$ cat src/rtl/pwm_peripheral.sv
// 16-pin output driver: each pin is off, static high, or driven by a shared
// 8-bit PWM whose duty is shadowed and only updated at a period boundary.
module pwm_peripheral #(
  parameter int CLK_DIV = 3000,
  parameter int DIV_W   = 12
) (
  input  logic        clk,
  input  logic        rst,
  input  logic [7:0]  en_reg_out_7_0,
  input  logic [7:0]  en_reg_out_15_8,
  input  logic [7:0]  en_reg_pwm_7_0,
  input  logic [7:0]  en_reg_pwm_15_8,
  input  logic [7:0]  pwm_duty_cycle,
  output logic [15:0] out,
  output logic        period_strobe
);

  localparam logic [DIV_W-1:0] DIV_LAST = DIV_W'(CLK_DIV - 1);

  logic [39:0]      sync1;
  logic [39:0]      sync2;
  logic [DIV_W-1:0] presc;
  logic [7:0]       pwm_cnt;
  logic [7:0]       duty_sh;
  logic [15:0]      en_out;
  logic [15:0]      en_pwm;
  logic [7:0]       duty_s;
  logic             tick;
  logic             wrap;
  logic             level;

  assign en_out = sync2[15:0];
  assign en_pwm = sync2[31:16];
  assign duty_s = sync2[39:32];

  assign tick  = (presc == DIV_LAST);
  assign wrap  = tick && (pwm_cnt == 8'hFF);
  // 0xFF is forced to a solid high so full scale has no low slot
  assign level = (duty_sh == 8'hFF) ? 1'b1 : (pwm_cnt < duty_sh);

  // Control bits are quasi-static, so an independent per-bit synchronizer is safe
  always_ff @(posedge clk or posedge rst) begin
    if (rst) begin
      sync1 <= '0;
      sync2 <= '0;
    end else begin
      sync1 <= {pwm_duty_cycle, en_reg_pwm_15_8, en_reg_pwm_7_0,
                en_reg_out_15_8, en_reg_out_7_0};
      sync2 <= sync1;
    end
  end

  always_ff @(posedge clk or posedge rst) begin
    if (rst) begin
      presc         <= '0;
      pwm_cnt       <= '0;
      duty_sh       <= '0;
      period_strobe <= 1'b0;
    end else begin
      presc         <= tick ? '0 : presc + DIV_W'(1);
      period_strobe <= wrap;
      if (tick)
        pwm_cnt <= pwm_cnt + 8'd1;
      if (wrap)
        duty_sh <= duty_s;
    end
  end

  // Output enable wins; PWM enable only selects level versus static high
  always_ff @(posedge clk or posedge rst) begin
    if (rst)
      out <= '0;
    else
      out <= en_out & (~en_pwm | {16{level}});
  end

endmodule
$ cat config.mk
export PLATFORM = sky130hd
export DESIGN_NAME = pwm_peripheral
export DESIGN_NICKNAME = d
export VERILOG_FILES = /design/src/rtl/pwm_peripheral.sv
export SDC_FILE = /design/constraint.sdc
export NUM_CORES = 1
export LEC_CHECK = 0
export BUFFER_PORTS_ARGS = -buffer_cell sky130_fd_sc_hd__buf_4
export CAP_MARGIN = 25
export CORE_MARGIN = 4
export CORE_UTILIZATION = 58
export CTS_BUF_LIST = sky130_fd_sc_hd__clkbuf_8
export DETAILED_ROUTE_END_ITERATION = 10
export PLACE_DENSITY = 0.8
export SLEW_MARGIN = 20
export SYNTH_ARGS = -nofsm -noshare
export SYNTH_HDL_FRONTEND = slang
export SYNTH_SLANG_ARGS = --single-unit
$ cat constraint.sdc
create_clock -name clk -period 5.8 [get_ports clk]
set_input_delay 1.16 -clock clk [delete_from_list [all_inputs] [get_ports clk]]
set_output_delay 1.16 -clock clk [all_outputs]
set_load 0.05 [all_outputs]
==> impl_metrics.yaml <==
outcome:
  status: "finished clean"
drt:
  totalWireLength_mm: 6.67
  first_pass_iters: 4
  wl_per_cell_um: 16.5
  drt_iter0_markers: 99
  ant_nets: 0
  drc: 0
  via_per_inst: 5.11
  routed-via-count: 2065
layout:
  final_cell_mix: "dfrtp_1, buf_4, clkbuf_8"
  num_antenna_cells: 0
  syn2layout_area_growth_pct: 23.8
  fin_nets: 365
  layout_commonest_cell: "dfrtp_1"
  drive_gt1_share_pct: 32.4
synth:
  synth_nets: 289
  synth_warnings: 0
  synth_seq_area_share_pct: 78.7
  synth_cells: 238
  synth_area_per_cell_um2: 16.7
  synth_top_area_share_pct: 78.7
  synth_top_cell_by_area: "dfrtp_1"
  ys_ff_latch: 125
  synth_cell_types: 32
  synth_area_leaders: "dfrtp_1, a21boi_0, ha_1, mux2_2, xnor2_1"
  syn_area_um2: 3970
timing:
  worst_slack_ns: 3.29
  slew_headroom_pct: 36.1
  hold_viol: 0
  rsz0062_at_grt: "no"
  fin_setup_tns_ns: 0
  period_share_pct: 43.3
  min_period_ns: 2.51
  tightest_slew_ns: 0.959
  max_freq_ghz: 0.398
  fin_skew_ns: 0.0153
  setup_viol: 0
  hold_slack_ns: 0.342
  slew_viol_final: 0
job:
  cap_violations: 0
global_route:
  first_global_vias: 2296
  grtUsageMet3_pct: 8.17
  top_usage_layer: "met2"
  grt_overflow_total: 0
  grt_max_degree: 84
  antenna_found_initial: 0
  track_usage_pct: 18.2
  gr-usage-met2_pct: 29.9
  grt_pass1_wl_mm: 11.1
  use_met1_pct: 21.2
clocking:
  cts_resized: 0
  cts_hold_buf: 0
  clockBufferDepth: 2
  cts_setup_buffers: 0
  cts_tree: "yes"
  clkLatencyLatePin_ns: 0.43
  clockRootBuffer: "clkbuf_8"
  cts_max_level: 4
  clk_pin_slew_ns: 0.08
  clock_sinks: 125
  numCtsBuffers: 17
power:
  finalPower_w: 0.00173
  p_leak_nw: 2.35
  p_int_w: 0.00130
  swShare_pct: 24.9
  peakVddDrop_mv: 0.344
  power_frac_seq_pct: 52.9
  p_per_area_nw_per_um2: 352
  p_clk_share_pct: 42.8
  p_sw_w: 0.000430
  comb_power_share_pct: 4.3
critical_path:
  path_cells: "ha_1, nand4bb_1, nor4_4, and4_1, mux2_2"
  worstSetupPathType: "reg2reg"
  crit_arrival_ns: 2.82
  ff2ff_path_depth: 5
  path_max_fanout: 18
  rrSetupSlack_ns: 3.29
  cp-start-kind: "register"
  r2r-start: "presc[0]$_DFF_PP0_"
  cp-endpoint: "duty_sh[1]$_DFFE_PP0P_"
  worstPathRequired_ns: 6.11
  slowest_delay_ns: 0.65
  cp-end-kind: "register"
  slowest_stage: "nor4_4"
  r2r_end: "duty_sh[1]$_DFFE_PP0P_"
  startpoint: "presc[0]$_DFF_PP0_"
place:
  pre_cts_slack_ns: 3.25
  gp_congestion: 0.682
  io_buffer_count: 58
  hpwl_mm: 4.06
min_path:
  hp-class: "reg2reg"
die:
  rows: 29
  dieArea_um2: 8240
  die_h_um: 90.8
  die_w_um: 90.8
  io_pins: 59
  core_area_um2: 6490
  start_util_pct: 61.2
## final cells by class
class,instances,area [µm²]
clock buffer,18,248
sequential,125,3130
inverter,11,43.8
fill,356,1580
tap,77,96.3
timing repair buffer,60,463
multi-input combinational,99,792
clock inverter,14,148
## per-stage QoR
stage                     utilization (%)  cell area (µm²)  instances
after floorplan                         -             3970        238
after global placement               69.3             4500        371
after detailed placement             69.3             4500        371
after CTS                            75.4             4900        403
after global routing                 75.7             4920        404
final                                75.7             4920        404
## Yosys cell counts, drive strengths merged
cell       n
and3       2
a21oi      1
clkbuf     1
nand2      2
and4       3
mux2i      1
xnor2     11
nor2b      1
buf        2
xor2       4
and2       1
a41o       1
a21boi    16
nand2b     3
nand4      7
nor2      12
a21o       1
nand3      5
inv       11
nor4       2
nand4bb    1
o21ai      1
o21a       1
dfrtp    125
o32ai      1
mux2      10
a2111oi    1
ha         9
nor3       2
## kinds of logic (layout without fill, tap and decap cells)
kind of cell / after synthesis / after routing / synth area share (%)
AO/OA/AOI/OAI: 23 / 23 / 4.35
adder cells (fa/ha/maj): 9 / 9 / 2.83
buffers and inverters: 14 / 103 / 1.54
AND/OR/NAND/NOR: 41 / 41 / 6.17
multiplexers: 11 / 11 / 3.09
XOR/XNOR: 15 / 15 / 3.31
flip-flops: 125 / 125 / 78.7
## power groups by stage
stage / Sequential (W) / Combinational (W) / Clock (W)
global placement: 0.000929 / 0.0000716 / 0
finish: 0.000916 / 0.0000738 / 0.000741
detailed placement: 0.000931 / 0.0000733 / 0
CTS: 0.000916 / 0.0000742 / 0.000763
floorplan: 0.000948 / 0.0000161 / 0
global route: 0.000919 / 0.0000802 / 0.000800
## metal layers
| layer | wire [µm] | share of wire [%] | vias to the layer above |
|---|---|---|---|
| met5 | 0 | 0 | - |
| met3 | 378 | 5.7 | 13 |
| met2 | 3500 | 52 | 59 |
| li1 | - | - | 958 |
| met1 | 2690 | 40 | 1035 |
| met4 | 100 | 1.5 | 0 |
## state kept, by name, indices dropped and copies added, names as in the netlist
register	count
duty_sh	8
period_strobe	1
pwm_cnt	8
presc	12
sync1	40
sync2	40
out	16
## critical path: cells and delay by family, from the launching register on
kind / cells / cell delay (ns)
and+or+nand+nor: 3 / 1.40
DFF: 1 / 0.39
muxes: 1 / 0.39
adders and majority gates: 1 / 0.22
## worst min path at each step
stage	endpoint	slack, ns	startpoint	cells after the start
6_report	sync2[18]$_DFF_PP0_	0.34	sync1[18]$_DFF_PP0_	0
5_1_grt	sync2[1]$_DFF_PP0_	0.35	sync1[1]$_DFF_PP0_	0
4_1_cts	sync2[1]$_DFF_PP0_	0.35	sync1[1]$_DFF_PP0_	0
3_5_place_dp	sync2[18]$_DFF_PP0_	0.33	sync1[18]$_DFF_PP0_	0
3_3_place_gp	sync2[26]$_DFF_PP0_	0.33	sync1[26]$_DFF_PP0_	0
2_1_floorplan	sync2[0]$_DFF_PP0_	0.33	sync1[0]$_DFF_PP0_	0
Power figures use the tool's default switching activity.
